File: src/rtl/stack_machine_pkg.sv
// Shared definitions for the stack machine: memory geometry, opcodes, loader states and error codes.
package stack_machine_pkg;

    localparam int DEPTH  = 32;
    localparam int ADDR_W = 5;
    localparam int INST_W = 12;

    localparam logic [7:0] HEADER = 8'hA5;

    localparam logic [3:0] OP_PUSHC   = 4'd0;
    localparam logic [3:0] OP_PUSHMEM = 4'd1;
    localparam logic [3:0] OP_POP     = 4'd2;
    localparam logic [3:0] OP_J       = 4'd3;
    localparam logic [3:0] OP_JZ      = 4'd4;
    localparam logic [3:0] OP_JS      = 4'd5;
    localparam logic [3:0] OP_ADD     = 4'd6;
    localparam logic [3:0] OP_SUB     = 4'd7;

    typedef enum logic [2:0] {
        IDLE,
        COUNT,
        HI,
        LO,
        CSUM,
        DONE,
        ERR
    } loader_state_t;

    localparam logic [2:0] ERR_NONE    = 3'd0;
    localparam logic [2:0] ERR_COUNT   = 3'd1;
    localparam logic [2:0] ERR_OPCODE  = 3'd2;
    localparam logic [2:0] ERR_CSUM    = 3'd3;
    localparam logic [2:0] ERR_TIMEOUT = 3'd4;

    // High byte of an instruction pair: upper nibble reserved, opcode must be a defined one.
    function automatic logic opcode_byte_ok(input logic [7:0] b);
        return (b[7:4] == 4'd0) && (b[3:0] <= OP_SUB);
    endfunction

endpackage

File: src/rtl/stack_program_loader_timeout.sv
// Inter-byte timeout for the program loader: counts idle cycles while a frame is in flight.
module loader_timeout #(
    parameter int LIMIT = 1024
) (
    input  logic clk,
    input  logic rst,
    input  logic active,
    input  logic clear,
    output logic hit
);

    localparam int CW = $clog2(LIMIT);

    logic [CW-1:0] cnt;

    always_ff @(posedge clk) begin
        if (rst || clear || !active) begin
            cnt <= '0;
        end else begin
            cnt <= cnt + 1'b1;
        end
    end

    // Fires on the cycle whose edge would bring the count to LIMIT.
    assign hit = active && !clear && (cnt == CW'(LIMIT - 1));

endmodule

File: src/rtl/stack_program_loader.sv
// Framed byte-stream loader for the stack machine instruction memory; holds the core until a frame checks out.
// Optional inter-byte timeout is compiled in with LOADER_TIMEOUT_EN.
module stack_program_loader
  import stack_machine_pkg::*;
#(
  parameter int TIMEOUT_CYCLES = 1024
)
(
  input  logic                clk,
  input  logic                rst,
  input  logic                in_valid,
  input  logic [7:0]          in_data,
  output logic                in_ready,
  input  logic                start,
  output logic                wr_en,
  output logic [ADDR_W-1:0]   wr_addr,
  output logic [INST_W-1:0]   wr_data,
  output logic                core_run,
  output logic                error,
  output logic [2:0]          err_code,
  output loader_state_t       state
);

  localparam logic [7:0] DEPTH_B = 8'(DEPTH);

  // Handshake: a byte transfers on a rising edge where in_valid and in_ready are both high;
  // in_ready depends only on the state register, so it is stable for the whole cycle.

  loader_state_t       state_q, state_d;
  logic [ADDR_W:0]     count_q, count_d;
  logic [ADDR_W-1:0]   index_q, index_d;
  logic [7:0]          csum_q, csum_d;
  logic [3:0]          opcode_q, opcode_d;
  logic [2:0]          err_code_q, err_code_d;
  logic                wr_en_q, wr_en_d;
  logic [ADDR_W-1:0]   wr_addr_q, wr_addr_d;
  logic [INST_W-1:0]   wr_data_q, wr_data_d;
  logic [ADDR_W:0]     last_idx;
  logic                accept;
  logic                timeout_hit;

  assign in_ready = (state_q != DONE) && (state_q != ERR);
  assign accept   = in_valid && in_ready;
  assign last_idx = count_q - 1'b1;

`ifdef LOADER_TIMEOUT_EN
  logic frame_active;
  assign frame_active = (state_q == COUNT) || (state_q == HI) ||
                        (state_q == LO) || (state_q == CSUM);

  loader_timeout #(
    .LIMIT (TIMEOUT_CYCLES)
  ) u_timeout (
    .clk    (clk),
    .rst    (rst),
    .active (frame_active),
    .clear  (accept || start),
    .hit    (timeout_hit)
  );
`else
  assign timeout_hit = 1'b0;
`endif

  always_ff @(posedge clk) begin
    if (rst) begin
      state_q    <= IDLE;
      count_q    <= '0;
      index_q    <= '0;
      csum_q     <= '0;
      opcode_q   <= '0;
      err_code_q <= ERR_NONE;
      wr_en_q    <= 1'b0;
      wr_addr_q  <= '0;
      wr_data_q  <= '0;
    end else begin
      state_q    <= state_d;
      count_q    <= count_d;
      index_q    <= index_d;
      csum_q     <= csum_d;
      opcode_q   <= opcode_d;
      err_code_q <= err_code_d;
      wr_en_q    <= wr_en_d;
      wr_addr_q  <= wr_addr_d;
      wr_data_q  <= wr_data_d;
    end
  end

  always_comb begin
    state_d    = state_q;
    count_d    = count_q;
    index_d    = index_q;
    csum_d     = csum_q;
    opcode_d   = opcode_q;
    err_code_d = err_code_q;
    wr_en_d    = 1'b0;
    wr_addr_d  = wr_addr_q;
    wr_data_d  = wr_data_q;

    // start outranks both the timeout and any byte arriving in the same cycle.
    if (start) begin
      state_d    = IDLE;
      err_code_d = ERR_NONE;
      index_d    = '0;
    end else if (timeout_hit) begin
      state_d    = ERR;
      err_code_d = ERR_TIMEOUT;
    end else if (accept) begin
      case (state_q)
        IDLE: begin
          if (in_data == HEADER) begin
            state_d = COUNT;
          end
        end
        COUNT: begin
          if (in_data == 8'd0 || in_data > DEPTH_B) begin
            state_d    = ERR;
            err_code_d = ERR_COUNT;
          end else begin
            count_d = in_data[ADDR_W:0];
            csum_d  = in_data;
            index_d = '0;
            state_d = HI;
          end
        end
        HI: begin
          if (!opcode_byte_ok(in_data)) begin
            state_d    = ERR;
            err_code_d = ERR_OPCODE;
          end else begin
            opcode_d = in_data[3:0];
            csum_d   = csum_q + in_data;
            state_d  = LO;
          end
        end
        LO: begin
          csum_d    = csum_q + in_data;
          wr_en_d   = 1'b1;
          wr_addr_d = index_q;
          wr_data_d = {opcode_q, in_data};
          // Index holds at the last slot so a full 32-entry frame never wraps it.
          if ({1'b0, index_q} == last_idx) begin
            state_d = CSUM;
          end else begin
            index_d = index_q + 1'b1;
            state_d = HI;
          end
        end
        CSUM: begin
          if (in_data == csum_q) begin
            state_d = DONE;
          end else begin
            state_d    = ERR;
            err_code_d = ERR_CSUM;
          end
        end
        default: begin
          state_d = state_q;
        end
      endcase
    end
  end

  assign wr_en    = wr_en_q;
  assign wr_addr  = wr_addr_q;
  assign wr_data  = wr_data_q;
  assign core_run = (state_q == DONE);
  assign error    = (state_q == ERR);
  assign err_code = err_code_q;
  assign state    = state_q;

endmodule

File: config.mk
export PLATFORM = sky130hd
export DESIGN_NAME = stack_program_loader
export DESIGN_NICKNAME = d
export VERILOG_FILES = /design/src/rtl/stack_machine_pkg.sv /design/src/rtl/stack_program_loader_timeout.sv /design/src/rtl/stack_program_loader.sv
export SDC_FILE = /design/constraint.sdc
export NUM_CORES = 1
export LEC_CHECK = 0
export ABC_AREA = 1
export BUFFER_PORTS_ARGS = -buffer_cell sky130_fd_sc_hd__buf_2
export CORE_MARGIN = 2
export CORE_UTILIZATION = 45
export DETAILED_ROUTE_END_ITERATION = 6
export PLACE_DENSITY_LB_ADDON = 0.2
export SYNTH_ARGS = -nofsm -noshare
export SYNTH_HDL_FRONTEND = slang
export SYNTH_SLANG_ARGS = --single-unit
File: constraint.sdc
create_clock -name clk -period 2 [get_ports clk]
set_input_delay 0.2 -clock clk [delete_from_list [all_inputs] [get_ports clk]]
set_output_delay 0.2 -clock clk [all_outputs]
set_load 0.02 [all_outputs]
==> flow_summary.toml <==
[cts]
cts_buffers = 5
cts_resized = 0
clockBufferDepth = 2
cts_tree = "done"
cts_sinks = 46
clk_pin_slew_ns = 0.10
cts_setup_buffers = 0
clockRootBuffer = "clkbuf_8"
h-tree-depth = 2
postCtsHoldBufs = 0
clock_latency_ns = 0.30

[timing]
fin_worst_skew_ns = 0.00715
rsz0062_at_grt = "no"
worst_slack_ns = 0.184
finalSetupTns_ns = 0
drv_slew = 0
finalCritPeriodShare_pct = 90.8
fmax_mhz = 551
setup_violations = 0
min_period_ns = 1.82
hold_violations = 0

[cells_and_area]
area_delta_synth_final_pct = 14.2
fin_area_um2 = 3040
final_layout_size_suffix_gt1_share_pct = 17.6
antenna_cells = 0
nets = 452

[synthesis]
synth_warnings = 0
synth_top_area_cell = "dfxtp_1"
synth_top_area_share_pct = 34.6
avgSynthCellArea_um2 = 6.86
syn-cell-area_um2 = 2660
synth_seq_cells = 46
synth.net_count = 410
synth_cells = 388
yosysSeqAreaShare_pct = 34.6
yosys-top-cells-area = "dfxtp_1 35%, nand2_1 11%, a21oi_1 7.3%"
synth.distinct_cells = 40

[pwr]
cellPowerDensity_nw_per_um2 = 537
max-vdd-ir-drop_mv = 0.418
leakage_nw = 1.39

[place]
port_buffers = 37
globalplace.congestion = 0.927
postPlaceCellArea_um2 = 2940
place.detailed.hpwl_mm = 4.79
dp_slack_ns = 0.192

[die]
rows = 28
core_um2 = 5820
die_y_um = 80.9
dieArea_um2 = 6550
io_pins = 39
initial_core_util_pct = 45.8
die_w_um = 80.9

[grt]
grt_pass1_wl_mm = 10.8
antenna_found_initial = 0
grt_pass1_vias = 2305
grt.total_usage_pct = 21.0
grt_max_degree = 26
overflow = 0

[route]
via_per_inst = 5.07
route.detailed.drc = 0
routed_wl_mm = 6.33
first_iter_violations = 154
wl_per_cell_um = 12.5
final_antenna_net_count = 0
drtPass1Iterations = 4
vias = 2567

[worst_setup_path]
crit_arrival_ns = 2.04
crit_fanout = 6
worstSetupEndpointType = "register"
startpoint_type = "register"
worstSetupPathType = "register to register"
crit_required_ns = 2.23

[worst_hold_path]
hold_class = "input pin to register"

[flow_run]
cap_violations = 0

[status]
outcome = "finished clean"
cell families (layout without fill, tap and decap cells):
logic type | after synthesis | in the layout | synth area share [%]
fa+ha+maj | 10 | 10 | 4.98
other cells | 1 | 1 | 0.141
xor+xnor | 7 | 7 | 2.30
compound gates | 83 | 83 | 17.1
flops | 46 | 46 | 34.6
buf+inv | 61 | 104 | 9.30
simple gates | 180 | 180 | 31.6
registers in the layout, indices dropped and copies added (netlist names):
name and flops:
count_q 6, csum_q 8, err_code 2, index_q 5, opcode_q 4, state 3, wr_addr 5, wr_data 12
wr_en 1
critical path, cell delays in order (launching register included):
cell	delay (ns)
dfxtp_1	0.38
inv_1	0.11
ha_1	0.31
xnor2_1	0.12
nor2_1	0.09
nand2_1	0.05
nor2_1	0.17
nand3_2	0.16
nand3_2	0.15
nand2_1	0.06
a21oi_1	0.14
metrics by stage:
stage / total power, W / std cells / util (%) / hold WS [ns]
floorplan: 0.00101 / 388 / - / 0.335
global placement: 0.00105 / 498 / 50.6 / 0.436
detailed placement: 0.00105 / 498 / 50.6 / 0.443
CTS: 0.00166 / 506 / 52.2 / 0.147
global route: 0.00170 / 506 / 52.3 / 0.169
finish: 0.00163 / 506 / 52.3 / 0.163
report_power, final:
group | internal (W) | switching, W
Combinational | 0.0000342 | 0.0000762
Sequential | 0.000915 | 0.0000000752
Clock | 0.000260 | 0.000348
metal layers:
| layer | global-route usage, % | part of all wire [%] | vias to the layer above |
|---|---|---|---|
| met5 | 0 | 0 | - |
| met4 | 5.42 | 0.90 | 0 |
| met3 | 3.44 | 4.6 | 6 |
| met2 | 35.8 | 46 | 54 |
| met1 | 27.5 | 48 | 1148 |
| li1 | - | - | 1359 |
cell type report:
class / count / area, µm²
tap: 75 / 93.8
sequential: 46 / 921
clock buffer: 5 / 68.8
inverter: 53 / 201
clock inverter: 3 / 26.3
multi-input combinational: 281 / 1500
fill: 642 / 2780
timing repair buffer: 43 / 230
worst paths after layout:
| kind | start | endpoint | slack (ns) | depth (start not counted) |
|---|---|---|---|---|
| max | count_q[0]$_SDFFE_PP0P_ | index_q[3]$_SDFFE_PP0P_ | 0.18 | 10 |
| min | in_data[3] | count_q[3]$_SDFFE_PP0P_ | 0.16 | 3 |
| max reg2reg | count_q[0]$_SDFFE_PP0P_ | index_q[3]$_SDFFE_PP0P_ | 0.18 | 10 |
| min reg2reg | opcode_q[3]$_SDFFE_PP0P_ | opcode_q[3]$_SDFFE_PP0P_ | 0.46 | 2 |
cells in the mapped netlist, drive strengths merged:
library cell / count
a211oi: 1
a21boi: 1
a21oi: 40
buf: 5
clkbuf: 3
conb: 1
dfxtp: 46
fa: 1
ha: 9
inv: 53
nand2: 84
nand3: 19
nand3b: 1
nand4: 15
nor2: 55
nor3: 5
nor3b: 1
o211ai: 1
o21a: 1
o21ai: 35
o21bai: 1
o22ai: 2
o31ai: 1
xnor2: 3
xor2: 4
layout by cell type (no fill, tap or decap), types with 2 or more instances in the layout:
cell,n
inv_6,3
dfxtp_1,46
xor2_1,4
xnor2_1,3
inv_2,6
clkbuf_8,5
a21oi_1,39
nand3_2,2
buf_2,37
nand2_1,80
o22ai_1,2
buf_4,6
nor2_1,49
nor3_1,5
inv_1,46
nand3_1,16
nor2_4,4
ha_1,9
nand4_1,15
o21ai_1,13
nand2_4,2
o21ai_0,21
nand2_2,2
No activity file was read; power rests on OpenSTA's default activity.
